**src/rtl/rc_cpl_adapt_pkg.sv**
```systemverilog
// RC completion adapter: descriptor offsets, fmt/type codes and TLP header layout.
// Shared by rc_cpl_adapt and its testbench-visible structure.
package rc_cpl_adapt_pkg;

  localparam int LOWADDR_LSB = 0;
  localparam int BYTECNT_LSB = 16;
  localparam int LOCKED_BIT  = 29;
  localparam int DWLEN_LSB   = 32;
  localparam int STATUS_LSB  = 43;
  localparam int POISON_BIT  = 46;
  localparam int REQID_LSB   = 48;
  localparam int TAG_LSB     = 64;
  localparam int CPLID_LSB   = 72;
  localparam int TC_LSB      = 89;
  localparam int ATTR_LSB    = 92;

  localparam logic [4:0] TYPE_CPL   = 5'h0A;
  localparam logic [4:0] TYPE_CPLLK = 5'h0B;
  localparam logic [2:0] FMT_NODATA = 3'b000;
  localparam logic [2:0] FMT_DATA   = 3'b010;

  typedef struct packed {
    logic [31:0] dw3;
    logic [15:0] requester_id;
    logic [7:0]  tag;
    logic        rsv2;
    logic [6:0]  lowaddr;
    logic [15:0] completer_id;
    logic [2:0]  status;
    logic        bcm;
    logic [11:0] bytecnt;
    logic [2:0]  fmt;
    logic [4:0]  typ;
    logic        rsv1;
    logic [2:0]  tc;
    logic [3:0]  rsv0;
    logic        td;
    logic        ep;
    logic [1:0]  attr;
    logic [1:0]  at;
    logic [9:0]  dwlen;
  } cpl_hdr_t;

  function automatic logic [7:0] fmt_type(
    input logic        locked,
    input logic [11:0] bytecnt
  );
    logic [2:0] f;
    logic [4:0] t;
    f = (bytecnt != '0) ? FMT_DATA : FMT_NODATA;
    t = locked ? TYPE_CPLLK : TYPE_CPL;
    return {f, t};
  endfunction

endpackage

```
**src/rtl/rc_cpl_skid.sv**
```systemverilog
// Width-generic 2-entry register slice: output register plus one skid entry.
// Upstream ready is registered and means "skid entry empty".
module rc_cpl_skid #(
  parameter int W = 8
) (
  input  logic         clk,
  input  logic         rst,
  input  logic [W-1:0] s_data,
  input  logic         s_valid,
  output logic         s_ready,
  output logic [W-1:0] m_data,
  output logic         m_valid,
  input  logic         m_ready
);

  logic         rdy_q, rdy_d;
  logic         out_vld_q, out_vld_d;
  logic         skid_vld_q, skid_vld_d;
  logic [W-1:0] out_q, out_d;
  logic [W-1:0] skid_q, skid_d;
  logic         s_fire;

  assign s_fire = s_valid & rdy_q;

  always_comb begin
    out_vld_d  = out_vld_q;
    skid_vld_d = skid_vld_q;
    out_d      = out_q;
    skid_d     = skid_q;
    if (!out_vld_q || m_ready) begin
      if (skid_vld_q) begin
        out_d      = skid_q;
        out_vld_d  = 1'b1;
        skid_vld_d = 1'b0;
      end else begin
        out_vld_d = s_fire;
        if (s_fire) out_d = s_data;
      end
    end else if (s_fire) begin
      skid_d     = s_data;
      skid_vld_d = 1'b1;
    end
    rdy_d = ~skid_vld_d;
  end

  always_ff @(posedge clk) begin
    if (rst) begin
      rdy_q      <= 1'b0;
      out_vld_q  <= 1'b0;
      skid_vld_q <= 1'b0;
    end else begin
      rdy_q      <= rdy_d;
      out_vld_q  <= out_vld_d;
      skid_vld_q <= skid_vld_d;
    end
  end

  always_ff @(posedge clk) begin
    out_q  <= out_d;
    skid_q <= skid_d;
  end

  assign s_ready = rdy_q;
  assign m_data  = out_q;
  assign m_valid = out_vld_q;

endmodule

```
**src/rtl/rc_cpl_adapt.sv**
```systemverilog
// RC completion descriptor -> PCIe 3-DW completion header adapter.
// Define RC_CPL_ADAPT_STATS_EN to build the completion/poison/discontinue counters.
module rc_cpl_adapt
  import rc_cpl_adapt_pkg::*;
#(
  parameter int DATA_WIDTH = 512,
  parameter int KEEP_WIDTH = DATA_WIDTH/8,
  parameter int DW_WIDTH   = DATA_WIDTH/32,
  parameter int CNT_WIDTH  = 16
) (
  input  logic                  user_clk,
  input  logic                  user_reset,
  input  logic [DATA_WIDTH-1:0] s_axis_rc_tdata,
  input  logic [DW_WIDTH-1:0]   s_axis_rc_tkeep,
  input  logic                  s_axis_rc_tlast,
  input  logic                  s_axis_rc_discontinue,
  input  logic                  s_axis_rc_tvalid,
  output logic [3:0]            s_axis_rc_tready,
  output logic [DATA_WIDTH-1:0] m_axis_rc_tdata,
  output logic [KEEP_WIDTH-1:0] m_axis_rc_tkeep,
  output logic                  m_axis_rc_tlast,
  output logic                  m_axis_rc_poison,
  output logic                  m_axis_rc_discontinue,
  output logic                  m_axis_rc_tvalid,
  input  logic                  m_axis_rc_tready,
  input  logic                  stats_clr,
  output logic [CNT_WIDTH-1:0]  stats_cpl,
  output logic [CNT_WIDTH-1:0]  stats_poison,
  output logic [CNT_WIDTH-1:0]  stats_disc
);

  localparam int PW = DATA_WIDTH + KEEP_WIDTH + 3;

  logic                  in_pkt_q, in_pkt_d;
  logic                  pois_q, pois_d;
  logic                  rdy, in_fire, sop;
  cpl_hdr_t              hdr;
  logic [DATA_WIDTH-1:0] tdata_x;
  logic [KEEP_WIDTH-1:0] tkeep_x;
  logic                  pois_x;
  logic [PW-1:0]         skid_in, skid_out;

  assign in_fire = s_axis_rc_tvalid & rdy;
  assign sop     = ~in_pkt_q;

  always_comb begin
    hdr              = '0;
    hdr.dw3          = s_axis_rc_tdata[127:96];
    hdr.requester_id = s_axis_rc_tdata[REQID_LSB +: 16];
    hdr.tag          = s_axis_rc_tdata[TAG_LSB +: 8];
    hdr.lowaddr      = s_axis_rc_tdata[LOWADDR_LSB +: 7];
    hdr.completer_id = s_axis_rc_tdata[CPLID_LSB +: 16];
    hdr.status       = s_axis_rc_tdata[STATUS_LSB +: 3];
    hdr.bytecnt      = s_axis_rc_tdata[BYTECNT_LSB +: 12];
    {hdr.fmt, hdr.typ} = fmt_type(s_axis_rc_tdata[LOCKED_BIT],
                                  s_axis_rc_tdata[BYTECNT_LSB +: 12]);
    hdr.tc           = s_axis_rc_tdata[TC_LSB +: 3];
    hdr.attr         = s_axis_rc_tdata[ATTR_LSB +: 2];
    hdr.dwlen        = s_axis_rc_tdata[DWLEN_LSB +: 10];

    tdata_x = s_axis_rc_tdata;
    if (sop) tdata_x[127:0] = hdr;

    tkeep_x = '0;
    for (int i = 0; i < DW_WIDTH; i++) begin
      tkeep_x[4*i +: 4] = {4{s_axis_rc_tkeep[i]}};
    end
    // The 3-DW header is always fully valid regardless of PHY keep
    if (sop) tkeep_x[11:0] = '1;

    pois_x = sop ? s_axis_rc_tdata[POISON_BIT] : pois_q;
  end

  always_comb begin
    in_pkt_d = in_pkt_q;
    pois_d   = pois_q;
    if (in_fire) begin
      in_pkt_d = ~s_axis_rc_tlast;
      if (sop) pois_d = s_axis_rc_tdata[POISON_BIT];
    end
  end

  always_ff @(posedge user_clk) begin
    if (user_reset) begin
      in_pkt_q <= 1'b0;
      pois_q   <= 1'b0;
    end else begin
      in_pkt_q <= in_pkt_d;
      pois_q   <= pois_d;
    end
  end

  assign skid_in = {tdata_x, tkeep_x, s_axis_rc_tlast,
                    pois_x, s_axis_rc_discontinue};

  rc_cpl_skid #(
    .W (PW)
  ) u_skid (
    .clk     (user_clk),
    .rst     (user_reset),
    .s_data  (skid_in),
    .s_valid (s_axis_rc_tvalid),
    .s_ready (rdy),
    .m_data  (skid_out),
    .m_valid (m_axis_rc_tvalid),
    .m_ready (m_axis_rc_tready)
  );

  assign {m_axis_rc_tdata, m_axis_rc_tkeep, m_axis_rc_tlast,
          m_axis_rc_poison, m_axis_rc_discontinue} = skid_out;

  assign s_axis_rc_tready = {4{rdy}};

`ifdef RC_CPL_ADAPT_STATS_EN
  logic [CNT_WIDTH-1:0] stats_cpl_q, stats_cpl_d;
  logic [CNT_WIDTH-1:0] stats_pois_q, stats_pois_d;
  logic [CNT_WIDTH-1:0] stats_disc_q, stats_disc_d;
  logic                 disc_seen_q, disc_seen_d;
  logic                 disc_any;

  assign disc_any = disc_seen_q | s_axis_rc_discontinue;

  always_comb begin
    stats_cpl_d  = stats_cpl_q;
    stats_pois_d = stats_pois_q;
    stats_disc_d = stats_disc_q;
    disc_seen_d  = disc_seen_q;
    if (in_fire) begin
      disc_seen_d = disc_any;
      if (s_axis_rc_tlast) begin
        disc_seen_d = 1'b0;
        if (~&stats_cpl_q) stats_cpl_d = stats_cpl_q + 1'b1;
        if (pois_x && ~&stats_pois_q) stats_pois_d = stats_pois_q + 1'b1;
        if (disc_any && ~&stats_disc_q) stats_disc_d = stats_disc_q + 1'b1;
      end
    end
    if (stats_clr) begin
      stats_cpl_d  = '0;
      stats_pois_d = '0;
      stats_disc_d = '0;
    end
  end

  always_ff @(posedge user_clk) begin
    if (user_reset) begin
      stats_cpl_q  <= '0;
      stats_pois_q <= '0;
      stats_disc_q <= '0;
      disc_seen_q  <= 1'b0;
    end else begin
      stats_cpl_q  <= stats_cpl_d;
      stats_pois_q <= stats_pois_d;
      stats_disc_q <= stats_disc_d;
      disc_seen_q  <= disc_seen_d;
    end
  end

  assign stats_cpl    = stats_cpl_q;
  assign stats_poison = stats_pois_q;
  assign stats_disc   = stats_disc_q;
`else
  logic unused_stats_clr;
  assign unused_stats_clr = stats_clr;
  assign stats_cpl    = '0;
  assign stats_poison = '0;
  assign stats_disc   = '0;
`endif

endmodule

```
**config.mk**
```make
export PLATFORM = sky130hd
export DESIGN_NAME = rc_cpl_adapt
export DESIGN_NICKNAME = d
export VERILOG_FILES = /design/src/rtl/rc_cpl_adapt_pkg.sv /design/src/rtl/rc_cpl_skid.sv /design/src/rtl/rc_cpl_adapt.sv
export SDC_FILE = /design/constraint.sdc
export NUM_CORES = 1
export LEC_CHECK = 0
export ABC_AREA = 1
export BUFFER_PORTS_ARGS = -buffer_cell sky130_fd_sc_hd__buf_2
export CAP_MARGIN = 20
export CORE_AREA = 2 2 452 454
export CTS_BUF_LIST = sky130_fd_sc_hd__clkbuf_4
export DETAILED_ROUTE_END_ITERATION = 6
export DIE_AREA = 0 0 454 456
export GPL_ROUTABILITY_DRIVEN = 1
export SYNTH_ARGS = -nofsm -noshare
export SYNTH_HDL_FRONTEND = slang
export SYNTH_SLANG_ARGS = --single-unit
```
**constraint.sdc**
```tcl
create_clock -name user_clk -period 54.3 [get_ports user_clk]
set_input_delay 10.86 -clock user_clk [delete_from_list [all_inputs] [get_ports user_clk]]
set_output_delay 10.86 -clock user_clk [all_outputs]
set_load 0.02 [all_outputs]
```
==> impl_table.tex <==
\begin{tabular}{lr}
\hline
Metric & Value \\
\hline
\multicolumn{2}{l}{\textbf{Placement}} \\
\quad Number of instances in the placed design & 6764 \\
\quad DP HPWL & 122000 um \\
\quad Routability Congestion & between 0.9 and 1 \\
\quad PortBufs & 1117 \\
\multicolumn{2}{l}{\textbf{Drt}} \\
\quad Total detailed-routing wirelength & 167000 um \\
\quad Routed wire length per instance & about 23 um \\
\quad Count of routing violations after the opening detailed-route iteration & 3089 \\
\quad Total via count after detailed routing & roughly 30000 \\
\quad Number of DRC violations after detailed routing & 0 \\
\quad Drt first pass iters & 5 \\
\quad ANT nets after route & 0 \\
\quad Post-DR vias/cell & 4.04 \\
\multicolumn{2}{l}{\textbf{Power}} \\
\quad Cell Pwr Density & 35.4 nW/um2 \\
\quad Highest ir drop seen on vdd & about 16 uV \\
\quad Overall power of the completed layout & 1.85 mW \\
\quad Static Leakage & 21.8 nW \\
\multicolumn{2}{l}{\textbf{Worst hold path}} \\
\quad Cells on Worst Hold Path & 2 \\
\quad Type of the worst min-delay path & reg -> reg \\
\multicolumn{2}{l}{\textbf{STA}} \\
\quad Time the final worst path needs with I/O delays and setup & 14340 ps \\
\quad Count of pins over their slew limit & 0 \\
\quad Transition at the pin with the smallest max-transition slack & between 1000 and 1500 ps \\
\quad Tcrit/Tclk final & 26.4\% \\
\quad Slew margin rel. & about 22\% \\
\quad Setup tns final & 0 ps \\
\quad Final Hold Violating Endpoints & 0 \\
\quad Final count of negative-setup-slack endpoints & 0 \\
\quad RSZ-0062 raised after global routing & no \\
\quad Maximum achievable frequency & 69.7 MHz \\
\quad Layout Skew & approximately 110 ps \\
\multicolumn{2}{l}{\textbf{Setup path}} \\
\quad Crit path depth & 8 \\
\quad Cell Chain, Critical Path & buf\_2 > nor2\_1 > inv\_1 > nor2\_4 > buf\_4 > buf\_4 > buf\_4 > buf\_4 \\
\quad Max Fanout on Critical Path & 66 \\
\quad Arrival time worst endpoint & about 15000 ps \\
\quad Highest cell delay on the worst timing path & 890 ps \\
\quad Critical Path Most Common Cell & sky130\_fd\_sc\_hd\_\_buf\_4 \\
\quad Logic depth of the worst register-to-register path & 8 \\
\quad CP required & $\sim$55000 ps \\
\quad Category of the worst setup path launch point & primary input \\
\quad Worst reg2reg setup slack & 49110 ps \\
\quad Slowest cell on the critical path & sky130\_fd\_sc\_hd\_\_buf\_4 \\
\quad Worst path buffer plus inverter count & 6 \\
\quad Crit end category & flip-flop \\
\quad Path type of the worst setup path & in -> reg \\
\quad Family with the most delay on the worst path & buffers and inverters \\
\multicolumn{2}{l}{\textbf{Die}} \\
\quad Total die area & 207000 um2 \\
\quad I/O pin total & 1167 \\
\quad Vert. Die Dim & 456 um \\
\quad Total number of placement rows & 165 \\
\quad Core box area & $\sim$200000 um2 \\
\quad Die Span X & 454 um \\
\quad Starting Density & 20.1\% \\
\multicolumn{2}{l}{\textbf{Clock network}} \\
\quad Post-CTS clock slew at the launch and capture registers of the worst setup and hold paths & approximately 60 ps \\
\quad Num Clock Sinks & 1067 \\
\quad Maximum root-to-sink buffer count & 4 \\
\quad Clock tree from TritonCTS & yes \\
\quad Insertion delay of the later-clocked pin in the worst-skew pair & 1320 ps \\
\quad Number of post-CTS setup repair buffers & 0 \\
\quad Root buffer cell & sky130\_fd\_sc\_hd\_\_clkbuf\_4 \\
\quad Number of buffers added to fix hold violations after cts & 0 \\
\quad H-tree depth & 5 \\
\quad CTS buffer count & 319 \\
\quad \# resized after CTS & 0 \\
\multicolumn{2}{l}{\textbf{Finish}} \\
\quad Final \#Nets & 4948 \\
\quad Number of filler instances in the final layout & 21300 \\
\quad Ratio of cells with drive above 1 in the final layout & 35.3\% \\
\quad Most common library cell in the layout ignoring fill and taps & sky130\_fd\_sc\_hd\_\_nand2\_1 \\
\quad Area added between synthesis and finish & 29.2\% \\
\quad Count of non-filler cells in the finished layout & 7314 \\
\quad Utilization after layout & 25.9\% \\
\quad Highest-count cells in the layout ignoring fill and taps & sky130\_fd\_sc\_hd\_\_nand2\_1 (1628), sky130\_fd\_sc\_hd\_\_buf\_2 (1117), sky130\_fd\_sc\_hd\_\_edfxtp\_1 (1062), sky130\_fd\_sc\_hd\_\_clkbuf\_4 (449), sky130\_fd\_sc\_hd\_\_o21ai\_0 (55) \\
\multicolumn{2}{l}{\textbf{Global routing}} \\
\quad Overflow left after global routing & 0 \\
\quad Via count of the first global-routing pass & between 20000 and 30000 \\
\quad Pin count of the biggest net entering global routing & 153 \\
\quad Overall fraction of global-route tracks in use & 15.4\% \\
\quad First-pass GRT wire length & about 220000 um \\
\quad Initial antenna violation count & 102 \\
\multicolumn{2}{l}{\textbf{Synth}} \\
\quad Total number of yosys warnings & 0 \\
\quad Instance count of the mapped netlist & 3136 \\
\quad Post-synthesis instance area & between 40000 and 50000 um2 \\
\quad Seq cells post-synth & 1067 \\
\quad Sequential area share after synthesis & 79.0\% \\
\quad Mean instance size in the synthesized netlist & 12.9 um2 \\
\quad Count of distinct cell types in the synthesized netlist & 21 \\
\multicolumn{2}{l}{\textbf{Flow run}} \\
\quad \# Max-Cap Violations & 0 \\
\multicolumn{2}{l}{\textbf{Status}} \\
\quad Status & completed \\
\hline
\end{tabular}
[cells in the mapped netlist]
master	number	share of area, %
sky130_fd_sc_hd__o21ai_0	55	0.68
sky130_fd_sc_hd__dfxtp_1	5	0.25
sky130_fd_sc_hd__buf_4	108	2.0
sky130_fd_sc_hd__or2_2	2	0.031
sky130_fd_sc_hd__o21ai_2	1	0.022
sky130_fd_sc_hd__a31oi_1	29	0.45
sky130_fd_sc_hd__buf_1	2	0.019
sky130_fd_sc_hd__o21ai_1	14	0.17
sky130_fd_sc_hd__o21a_1	1	0.019
sky130_fd_sc_hd__nand2_1	1628	15
sky130_fd_sc_hd__buf_2	91	1.1
sky130_fd_sc_hd__edfxtp_1	1062	79
sky130_fd_sc_hd__or2_1	2	0.031
sky130_fd_sc_hd__a21oi_1	5	0.062
sky130_fd_sc_hd__nor2_1	40	0.37
sky130_fd_sc_hd__clkbuf_1	34	0.32
sky130_fd_sc_hd__inv_1	50	0.46
sky130_fd_sc_hd__inv_2	2	0.019
sky130_fd_sc_hd__conb_1	1	0.0093
sky130_fd_sc_hd__buf_6	3	0.083
sky130_fd_sc_hd__nand3_1	1	0.012
[power breakdown]
part	total, mW	switching, mW	internal (mW)
clock	0.757	0.358	0.398
sequential	0.948	0.00914	0.939
combinational	0.146	0.107	0.0400
total	1.85	0.474	1.38
[logic make-up after synthesis]
kind of cell	synth area share [%]
AND/OR/NAND/NOR	15.5
flip-flops	79.0
AO/OA/AOI/OAI	1.40
buffers and inverters	4.03
other	0.00926
[layer usage]
| layer | wire length, um | up-vias | global-route usage, % |
|---|---|---|---|
| met5 | 366 | - | 0 |
| met4 | 7620 | 62 | 7.41 |
| met3 | 13800 | 391 | 4.71 |
| met2 | 78500 | 1482 | 24.7 |
| met1 | 66500 | 14400 | 18.7 |
| li1 | - | 13200 | - |
[stage by stage]
| step | cell area, um2 | setup WS (ps) | hold slack [ps] |
|---|---|---|---|
| final | 52300 | 39960 | 435 |
| after global routing | 52300 | 39720 | 454 |
| after CTS | 52200 | 40000 | 434 |
| after detailed placement | 48500 | 38480 | 502 |
| after global placement | 48400 | 38510 | 499 |
| after floorplan | 40700 | 19810 | 491 |
[state kept, by name (all words and copies together) (netlist names)]
signal             flops
in_pkt_q               1
pois_q                 1
u_skid.m_data        531
u_skid.m_valid         1
u_skid.s_ready         1
u_skid.skid_q        531
u_skid.skid_vld_q      1
[final cells by class]
type | instances | area [um2] | share of cell area [%]
inverters | 52 | 213 | 0.407
well taps | 2672 | 3340 | 6.39
clock buffers | 449 | 3370 | 6.45
flip-flops and latches | 1067 | 32000 | 61.2
clock inverters | 53 | 340 | 0.651
diodes | 48 | 120 | 0.230
multi-input cells | 1826 | 7050 | 13.5
repair buffers | 1147 | 5870 | 11.2
[tightest hold or removal path, stage by stage, from the launching register on]
cell,delay (ps)
sky130_fd_sc_hd__edfxtp_1,320
sky130_fd_sc_hd__nand2_1,50
sky130_fd_sc_hd__nand2_1,60
[final timing paths]
check | startpoint | end
max | m_axis_rc_tready | u_skid.skid_q[206]
min | u_skid.skid_q[18] | u_skid.m_data[18]
max reg2reg | u_skid.m_valid | u_skid.skid_q[206]
min reg2reg | u_skid.skid_q[18] | u_skid.m_data[18]
(Power assumes the default switching activity.)
